## src/rtl/fp_norm_pipe.sv

```systemverilog
// fp_norm_pipe: two-stage normalizer between the mul/div cores and rounding.
// S1 captures the beat and its leading-zero count; S2 shifts, adjusts and flags.
module fp_norm_pipe #(
  parameter int MANT_IN_W  = 48,
  parameter int MANT_OUT_W = 26,
  parameter int EXP_IN_W   = 10,
  parameter int EXP_OUT_W  = 8,
  parameter int LZ_W       = $clog2(MANT_IN_W + 1)
) (
  input  logic                  clk,
  input  logic                  arst,
  input  logic                  in_valid,
  output logic                  in_ready,
  input  logic                  sel,
  input  logic [MANT_IN_W-1:0]  mant_in,
  input  logic [EXP_IN_W-1:0]   exp_in,
  output logic                  out_valid,
  input  logic                  out_ready,
  output logic [MANT_OUT_W-1:0] mant_out,
  output logic [EXP_OUT_W-1:0]  exp_out,
  output logic [LZ_W-1:0]       lz_out,
  output logic                  sticky,
  output logic                  zero,
  output logic                  ovf,
  output logic                  unf
);

  localparam int EW = EXP_IN_W + 2;
  localparam int SW = MANT_IN_W - MANT_OUT_W;
  localparam logic signed [EW-1:0] EMAX = EW'((1 << EXP_OUT_W) - 1);

  logic                        w_adv1;
  logic                        w_adv2;
  logic [LZ_W-1:0]             w_lz_div;
  logic [LZ_W-1:0]             w_lz;

  logic                        r_s1_valid;
  logic [MANT_IN_W-1:0]        r_s1_mant;
  logic signed [EXP_IN_W-1:0]  r_s1_exp;
  logic [LZ_W-1:0]             r_s1_lz;

  logic [LZ_W:0]               w_sh_amt;
  logic [MANT_IN_W-1:0]        w_shf;
  logic                        w_zero;
  logic signed [EW-1:0]        w_exp_x;
  logic signed [EW-1:0]        w_lz_x;
  logic signed [EW-1:0]        w_e;
  logic                        w_is_ovf;
  logic                        w_is_unf;

  logic [MANT_OUT_W-1:0]       w_n_mant;
  logic [EXP_OUT_W-1:0]        w_n_exp;
  logic [LZ_W-1:0]             w_n_lz;
  logic                        w_n_st;
  logic                        w_n_zero;
  logic                        w_n_ovf;
  logic                        w_n_unf;

  logic                        r_s2_valid;
  logic [MANT_OUT_W-1:0]       r_mant;
  logic [EXP_OUT_W-1:0]        r_exp;
  logic [LZ_W-1:0]             r_lz;
  logic                        r_st;
  logic                        r_zero;
  logic                        r_ovf;
  logic                        r_unf;

  assign w_adv2   = !r_s2_valid || out_ready;
  assign w_adv1   = !r_s1_valid || w_adv2;
  assign in_ready = w_adv1 && !arst;

  // Highest set bit wins, so the last match of the upward scan is kept.
  always_comb begin
    w_lz_div = LZ_W'(MANT_IN_W);
    for (int i = 0; i < MANT_IN_W; i++) begin
      if (mant_in[i]) w_lz_div = LZ_W'(MANT_IN_W - 1 - i);
    end
  end

  assign w_lz = sel ? w_lz_div
                    : (mant_in[MANT_IN_W-1] ? '0 : LZ_W'(1));

  always_ff @(posedge clk) begin
    if (arst) begin
      r_s1_valid <= 1'b0;
      r_s1_mant  <= '0;
      r_s1_exp   <= '0;
      r_s1_lz    <= '0;
    end else if (w_adv1) begin
      r_s1_valid <= in_valid;
      if (in_valid) begin
        r_s1_mant <= mant_in;
        r_s1_exp  <= exp_in;
        r_s1_lz   <= w_lz;
      end
    end
  end

  // Shifting by lz+1 drops the leading one and lines the window up at the MSB.
  assign w_sh_amt = {1'b0, r_s1_lz} + (LZ_W + 1)'(1);
  assign w_shf    = r_s1_mant << w_sh_amt;
  assign w_zero   = ~|r_s1_mant;

  assign w_exp_x  = EW'(r_s1_exp);
  assign w_lz_x   = EW'({1'b0, r_s1_lz});
  assign w_e      = w_exp_x + EW'(1) - w_lz_x;
  assign w_is_ovf = !w_zero && (w_e >= EMAX);
  assign w_is_unf = !w_zero && (w_e <= EW'(0));

  always_comb begin
    w_n_mant = w_shf[MANT_IN_W-1 -: MANT_OUT_W];
    w_n_exp  = w_e[EXP_OUT_W-1:0];
    w_n_lz   = r_s1_lz;
    w_n_st   = |w_shf[SW-1:0];
    w_n_zero = 1'b0;
    w_n_ovf  = 1'b0;
    w_n_unf  = 1'b0;
    unique case (1'b1)
      w_zero: begin
        w_n_mant = '0;
        w_n_exp  = '0;
        w_n_st   = 1'b0;
        w_n_lz   = LZ_W'(MANT_IN_W);
        w_n_zero = 1'b1;
      end
      w_is_ovf: begin
        w_n_mant = '0;
        w_n_exp  = '1;
        w_n_st   = 1'b0;
        w_n_ovf  = 1'b1;
      end
      w_is_unf: begin
        w_n_mant = '0;
        w_n_exp  = '0;
        w_n_st   = 1'b0;
        w_n_unf  = 1'b1;
      end
      default: ;
    endcase
  end

  always_ff @(posedge clk) begin
    if (arst) begin
      r_s2_valid <= 1'b0;
      r_mant     <= '0;
      r_exp      <= '0;
      r_lz       <= '0;
      r_st       <= 1'b0;
      r_zero     <= 1'b0;
      r_ovf      <= 1'b0;
      r_unf      <= 1'b0;
    end else if (w_adv2) begin
      r_s2_valid <= r_s1_valid;
      if (r_s1_valid) begin
        r_mant <= w_n_mant;
        r_exp  <= w_n_exp;
        r_lz   <= w_n_lz;
        r_st   <= w_n_st;
        r_zero <= w_n_zero;
        r_ovf  <= w_n_ovf;
        r_unf  <= w_n_unf;
      end
    end
  end

  assign out_valid = r_s2_valid;
  assign mant_out  = r_mant;
  assign exp_out   = r_exp;
  assign lz_out    = r_lz;
  assign sticky    = r_st;
  assign zero      = r_zero;
  assign ovf       = r_ovf;
  assign unf       = r_unf;

endmodule

```

## config.mk

```make
export PLATFORM = sky130hd
export DESIGN_NAME = fp_norm_pipe
export DESIGN_NICKNAME = d
export VERILOG_FILES = /design/src/rtl/fp_norm_pipe.sv
export SDC_FILE = /design/constraint.sdc
export NUM_CORES = 1
export LEC_CHECK = 0
export ABC_AREA = 1
export CAP_MARGIN = 20
export CORE_UTILIZATION = 56
export DETAILED_ROUTE_END_ITERATION = 8
export GPL_ROUTABILITY_DRIVEN = 0
export PLACE_DENSITY = 0.85
export SLEW_MARGIN = 20
export SYNTH_ARGS = -nofsm -noshare
export SYNTH_HDL_FRONTEND = slang
export SYNTH_SLANG_ARGS = --single-unit
```

## constraint.sdc

```tcl
create_clock -name clk -period 5.5 [get_ports clk]
set_clock_uncertainty 0.2 [all_clocks]
set_input_delay 1.1 -clock clk [delete_from_list [all_inputs] [get_ports clk]]
set_output_delay 1.1 -clock clk [all_outputs]
set_load 0.03 [all_outputs]
```

* After elaboration in Yosys (flattened, before gate mapping)
Cells that the tools add are included.
** Cells by class
- Divide/modulo/power cells :: 0
- Multiply operators :: 0
- Reductions and logical operators :: 15
- Order comparisons :: 2
- Shifts and indexed selects :: 1
- Add/sub/neg operators :: 3
- Equal/unequal tests :: 0
- Mux-type cells :: 57
- Bitwise logic cells :: 0
** Operators with widths (number)
- $mux W6 :: 34
- $mux W5 :: 16
- $reduce_or A48 Y1 :: 1
- $shl A48 B7 Y48 :: 1
- $mux W26 :: 1
- $reduce_or A22 Y1 :: 1
- $pmux W8 S2 :: 1
- $ge A12 B9 Y1 const B :: 1
- $le A12 B1 Y1 const B :: 1
- $sub A11 B7 Y12 :: 1
- $add A10 B2 Y11 const B :: 1
- $add A6 B1 Y7 const B :: 1
- $mux W1 :: 5
- $logic_not A1 Y1 :: 4
- $reduce_and A2 Y1 :: 2
- $logic_and A1 B1 Y1 :: 3
- $reduce_or A3 Y1 :: 1
- $logic_or A1 B1 Y1 :: 2
- $reduce_or A2 Y1 :: 1
** Storage, ports and cells
- Memories :: 0
- Bits in writable memories :: 0
- ROM bits :: 0
- Output and inout port bits :: 46
- Bits in registers :: 110
- Latch bits :: 0
- Input bits :: 63

* Depth between registers and ports, before layout
Gate-level depths: netlist (run 1).
- Depth in word-level cells :: 49
- Depth in mapped cells :: 49

* Worst setup path after synthesis (run 1)
OpenSTA, ideal clock, no wires.
- Path kind :: register to register
- Start point :: reg r_s1_lz[0]
- End point :: reg r_mant[13], in the netlist mant_out[13]
- Data required time :: 5.230 ns
- Clock period less this slack :: 3.952 ns
- Path slack :: 1.548 ns
- Path buffers :: 3
- Arrival time :: 3.682 ns
- Stages on the path, launching flop included :: 24
- Path through :: dfxtp_1 -> clkbuf_1 -> inv_2 -> clkbuf_1 -> ha_1 -> ha_1 -> fa_1 -> nand3_1 -> nand2_1 -> nand2_1 -> nand2_1 -> a21oi_1 -> nor2_1 -> o21ai_1 -> inv_1 -> nor2_1 -> nor2_1 -> o211a_1 -> nand4_1 -> nand2_1 -> nor3_2 -> buf_2 -> o221ai_1 -> a21oi_1
** On the way
- Word-level cells in the longest chain between the ends :: 5
** Ends and longest elaborated chain
- start: declaration :: line 40 : logic [LZ_W-1:0] r_s1_lz;
- start signal: assignment :: line 94 : r_s1_lz <= w_lz;
- $sub A11 B7 Y12 :: line 106 : assign w_e = w_exp_x + EW'(1) - w_lz_x;
- $ge A12 B9 Y1 / $le A12 B1 Y1 (equally long branches) :: line 107, 108
- $logic_and A1 B1 Y1, on equally long branches :: line 107, 108
- $reduce_or A3 Y1 (no source line)
- $mux W26 (*) :: line 118 : unique case (1'b1)
- end signal: assignment :: line 155 : r_mant <= w_n_mant;
- end: declaration :: line 60 : logic [MANT_OUT_W-1:0] r_mant;
Mark *: on every way between the ends. The rest lies on a longest branch, timed or not.
A chain may end at the register's enable or synchronous reset.

* Worst setup path after layout (run 1)
- Start point :: reg r_s1_lz[0]
- End point :: reg r_exp[0], in the netlist exp_out[0]
** On the way
- Word-level cells in the longest chain between the ends :: 5
** Ends and longest elaborated chain
- $sub A11 B7 Y12 (*) :: line 106
- $le A12 B1 Y1 :: line 108 : assign w_is_unf = !w_zero && (w_e <= EW'(0));
- $logic_and A1 B1 Y1 :: line 108
- $reduce_or A2 Y1 (no source line)
- $pmux W8 S2 (*) :: line 118
- end signal: assignment :: line 156 : r_exp <= w_n_exp;
- end: declaration :: line 61 : logic [EXP_OUT_W-1:0] r_exp;
Marked as above.

==> impl_metrics.ini, run 1 <==
[power_and_ir_drop]
comb_power_share_pct = 27.9
peakVddDrop_mv = 0.162
power_density_nw_per_um2 = 230
switching_power_uw = 711
p_total_mw = 2.11
power.clock.fraction_pct = 30.9
p_leak_nw = 3.90
p_int_mw = 1.40
seqPwrFrac_pct = 41.2
netSwitchingFraction_pct = 33.6

[timing]
timing.final.crit_share_pct = 80.0
period_needed_ps = 4400
max_freq_ghz = 0.227
tns_ps = 0
setup_viol = 0
relSlewSlack_pct = 30.4
tightest_slew_ps = 1040
slew_violations = 0
rsz0062_at_grt = no
hold_viol = 0

[critical_path]
worst_path_largest_cell_delay_ps = 770
crit_slowest_cell = nor3_4
r2r_cells = 21
crit_arrival_ps = 4490
path_cells = inv_2 -> ha_1 -> ha_1 -> fa_1 -> nand3_1 -> nand2_1 -> nand2_1 -> nand2_1 -> a21oi_1 -> nor2_1 -> o21ai_1 -> inv_1 -> nor2_1 -> nor2_1 -> o211a_1 -> nand4_1 -> nand2_1 -> nor3_4 -> buf_4 -> nand3_1 -> a31oi_1
crit_family = simple AND/OR/NAND/NOR gates
cpMostUsedCell = nand2_1
critPathMaxFanout = 28
cp.depth = 21
startpoint_type = flip-flop
cp-endpoint = exp_out[0]
reg2reg_from = r_s1_lz[0]
required_ps = 5590
rrSetupSlack_ps = 1100
endpoint_kind = flip-flop
startpoint = r_s1_lz[0]
critPathKind = reg2reg
r2r_end = exp_out[0]
cp_num_buf_inv = 3

[finish]
final_cell_mix = nand2_1 (311), a21oi_1 (120), dfxtp_1 (109)
antenna_cells = 0
drive_above_1_share_pct = 5.79
final_nets = 1335
final_common_cell = nand2_1
syn_to_final_growth_pct = 17.4

[worst_hold_path]
holdPathStages = 2
hold_class = reg2reg

[die]
io_pins = 109
chipHeight_um = 120
rows = 42
die-area_um2 = 14500
die_width_um = 120
core_area_um2 = 13500
start_util_pct = 58.2

[logic_synthesis]
seq_area_frac_synth_pct = 28.1
syn-cell-area_um2 = 7830
synthesis.nets = 1282
yosysTopAreaCellShare_pct = 28.1
yosys_warnings = 0
synth_cell_types = 46
post_synth.cell_area_avg_um2 = 6.51
synth_edf_count = 0
synth_cells = 1202
async_flop_share_pct = 0
ys_top_cells_by_area = dfxtp_1 (28%), nand2_1 (15%), a21oi_1 (7.7%)
synth-seq-cells = 110
yosys_most_used_dff = dfxtp_1
synth_area_leader_cell = dfxtp_1

[cts]
cts_hold_buf = 0
numCtsBuffers = 9
clk_pin_slew_ps = 80
clockBufferDepth = 2
cts_sinks = 110
root_buffer = clkbuf_16
cts_resized = 0
cts_tree = yes
htreeDepth = 3
post_cts_buffers = 0
clock_latency_ps = 370

[drt]
vias_per_cell = 5.83
dr.pass1.iters = 6
wirelength_um = 21000
drcViolationCount = 0
ant_nets = 0
routedWlPerCell_um = 14.6
drtIter0Drc = 1006
vias = 8366

[global_routing]
grt_max_degree = 75
grt_pass1_wl_um = 34600
grtUsageTotal_pct = 29.4
grt_overflow = 0
grt_pass1_vias = 7065
antenna_found_initial = 0

[outcome]
status = completed

[job]
cap_viol_max_count = 0

[placement]
io_buffers = 108
place_hpwl_um = 15900
==> sequential cells by signal (all words and copies together), names as in the netlist <==
register    flops
r_s1_valid      1
ovf             1
mant_out       26
out_valid       1
r_s1_lz         6
unf             1
zero            1
exp_out         8
r_s1_exp       10
lz_out          6
sticky          1
r_s1_mant      48
==> power groups by stage <==
stage / combinational, mW / clock, mW / sequential, mW
4_1_cts: 0.579 / 0.656 / 0.870
2_1_floorplan: 0.393 / 0 / 0.897
3_5_place_dp: 0.574 / 0 / 0.888
3_3_place_gp: 0.566 / 0 / 0.887
6_report: 0.589 / 0.654 / 0.871
5_1_grt: 0.653 / 0.685 / 0.876
==> worst min path at each step <==
stage | slack [ps] | to | from
after floorplan | 230 | r_s1_exp[9] | r_s1_exp[9]
after global placement | 250 | mant_out[7] | mant_out[7]
after detailed placement | 260 | sticky | sticky
after CTS | 270 | mant_out[13] | mant_out[13]
after global routing | 290 | mant_out[8] | mant_out[8]
final | 260 | mant_out[13] | mant_out[13]
==> tightest hold or removal path: stages, from the launching register on <==
cell     delay [ps]
dfxtp_1         310
nand2_1          60
a21oi_1          50
==> cell families after synthesis <==
kind of cell / count (synthesis) / synth area share [%]
buffers and inverters: 202 / 13.8
DFF: 110 / 28.1
muxes: 33 / 4.22
AOI/OAI and AO/OA: 340 / 23.6
and+or+nand+nor: 493 / 26.6
xor gates and xnor gates: 7 / 0.783
adders and majority gates: 17 / 2.81
==> layout make-up <==
type,count,area (µm²)
clock buffers,10,239
multi-input cells,890,4560
clock inverters,6,62.6
repair buffers,120,1170
inverters,124,741
fillers,1222,4260
flip-flops and latches,110,2200
well taps,176,220
==> routing by layer <==
layer	global-route usage, %	wire length (µm)	up-vias
met5	0	0	-
met4	11.3	592	0
met3	3.21	1430	50
met2	44.6	9270	364
met1	42.6	9680	3783
li1	-	-	4169
==> cell usage after synthesis, types with 2 or more instances <==
master and number:
xor2_1 6, mux2i_1 33, nor4_1 19, o21ai_0 89, clkinv_1 3, inv_2 18
buf_1 3, a21oi_1 120, clkbuf_1 67, clkbuf_8 2, or2_1 8, o31ai_1 6
nor2_1 56, a31oi_1 10, or2_0 3, nand4_1 20, inv_1 83, o311ai_1 6
o221ai_1 6, o2111ai_1 4, dfxtp_1 110, o211ai_1 8, nand2_1 311, nand3_1 62
o21a_1 2, nor3_1 10, o21ai_1 79, bufinv_8 20, buf_2 4, ha_1 16
a211oi_1 2, a32o_1 2
==> through the flow <==
stage                     hold WS, ps  area, µm²  util, %  setup slack, ps  cells
after global routing              286       9200     68.4              728   1436
after floorplan                   233       7830        -             1550   1202
after detailed placement          256       8890     66.1             1190   1420
after CTS                         268       9200     68.4             1150   1436
final                             264       9200     68.4             1100   1436
after global placement            253       8890     66.1             1260   1420
No activity file was read; power rests on OpenSTA's default activity.
==> inputs of run 2 (changes only) <==
- CORE_UTILIZATION: 56 -> 51
- PLACE_DENSITY: 0.85 -> 0.82
- clock period: 5.5 -> 4 ns (I/O delays scaled with it)
==> run 2 against run 1 <==
- wire length increased by 2.2%
- largest cell class unchanged
- highest routed layer unchanged
- worst setup slack got worse by 860 ps
- largest power group unchanged
- sequential power increased by 38%
==> impl_metrics.ini, run 2 (synthesis gave the netlist of run 1 again) <==
[critical_path]
cpMostUsedCell = nand2_1
endpoint_kind = flip-flop
required_ps = 4090
critPathMaxFanout = 35
crit_arrival_ps = 3840
crit_slowest_cell = fa_1
startpoint_type = flip-flop
critPathKind = reg2reg
path_cells = inv_1 -> ha_1 -> inv_1 -> ha_1 -> fa_1 -> nand3_1 -> nand2_1 -> nand2_1 -> nand2_1 -> a21oi_2 -> nor2_1 -> o21ai_1 -> inv_1 -> nor2_1 -> nor2_1 -> o211a_1 -> nand4_1 -> nand2_1 -> nor3_4 -> buf_12 -> o311ai_1 -> a21oi_1
worst_path_largest_cell_delay_ps = 460

[finish]
final_nets = 1343
drive_above_1_share_pct = 6.39
nFillCells = 1338
antenna_cells = 0
final_common_cell = nand2_1
fin_cells = 1452
multi_input_area_um2 = 4570
syn_to_final_growth_pct = 18.6
fin_area_um2 = 9280
seq_area_um2 = 2200
largest_reg_flops = 48
top_register = r_s1_mant
final_cell_mix = nand2_1 (311), a21oi_1 (119), dfxtp_1 (109)
utilization_pct = 62.9

[timing]
hold_viol = 0
max_freq_ghz = 0.266
whs_ps = 264
tightest_slew_ps = 712
period_needed_ps = 3750
setup_slack_ps = 245
tns_ps = 0
timing.final.crit_share_pct = 93.9
setup_viol = 0
rsz0062_at_grt = no
slew_violations = 0
relSlewSlack_pct = 52.5

[drt]
drcViolationCount = 0
vias = 8301
drtIter0Drc = 768
ant_nets = 0
wl_met2_um = 9390
top_layer_used = met4
wl_met1_um = 9960
dr_wl_met3_um = 1500
vias_per_cell = 5.72
routedWlPerCell_um = 14.8
wirelength_um = 21400
dr.pass1.iters = 7

[power_and_ir_drop]
comb_power_share_pct = 28.5
switching_power_uw = 964
netSwitchingFraction_pct = 33.4
p_leak_nw = 3.96
seqPwrFrac_pct = 41.5
peakVddDrop_mv = 0.223
power.clock.fraction_pct = 30.0
p_int_mw = 1.93
p_total_mw = 2.89
power_density_nw_per_um2 = 311

[global_routing]
grt_pass1_wl_um = 35500
grt_overflow = 0
antenna_found_initial = 0
grtUsageTotal_pct = 27.6
grt_max_degree = 74
grt_pass1_vias = 7203

[placement]
placedInstanceArea_um2 = 8990
placed_cells = 1436
io_buffers = 108
pre_cts_ws_ps = 54.1
place_hpwl_um = 16400

[cts]
clock_latency_ps = 360
root_buffer = clkbuf_16
htreeDepth = 3
cts_sinks = 110
numCtsBuffers = 9
clockBufferDepth = 2
cts_tree = yes
clk_pin_slew_ps = 70
cts_hold_buf = 0

[die]
die_width_um = 126
core_area_um2 = 14800
start_util_pct = 53.1
die-area_um2 = 15900
io_pins = 109
rows = 44
chipHeight_um = 126

[job]
cap_viol_max_count = 0

[worst_hold_path]
hold_class = reg2reg

[outcome]
status = completed
[run 2: what timing repair did]
item                                    in CTS  in global routing
endpoints found under the setup margin       0                 15
resized for setup                            0                  4
buffers inserted                             0                  0
[run 2: path summary, 6_finish.rpt]
path / to / cells past startpoint / slack, ps / start
setup reg to reg: mant_out[10] / 22 / 250 / r_s1_exp[1]
setup / recovery: mant_out[10] / 22 / 250 / r_s1_exp[1]
hold reg to reg: r_s1_exp[9] / 2 / 260 / r_s1_exp[9]
hold / removal: r_s1_exp[9] / 2 / 260 / r_s1_exp[9]
[run 2: critical path, delay by kind of cell (launching register included)]
kind	cells	cell delay, ps
flip-flops	1	310
AND/OR/NAND/NOR	10	930
adder cells (fa/ha/maj)	3	940
AO/OA/AOI/OAI	5	920
buffers and inverters	4	390
[run 2: final cells by class]
type | count | area share [%]
timing repair buffer | 128 | 13.6
clock buffer | 11 | 2.61
clock inverter | 5 | 0.431
tap | 184 | 2.48
inverter | 124 | 7.98
multi-input combinational | 890 | 49.2
sequential | 110 | 23.7
[run 2: power groups by stage]
stage          combinational [mW]  sequential (mW)  clock (mW)
4_1_cts                     0.808             1.20       0.868
6_report                    0.823             1.20       0.867
2_1_floorplan               0.541             1.23           0
3_5_place_dp                0.802             1.22           0
5_1_grt                     0.914             1.21       0.921
3_3_place_gp                0.791             1.22           0
[run 2: metal layers]
metal,vias to the layer above,track usage [%]
met2,349,41.5
met1,3722,39.2
met3,48,4.76
met5,-,0
met4,0,10.1
li1,4182,-
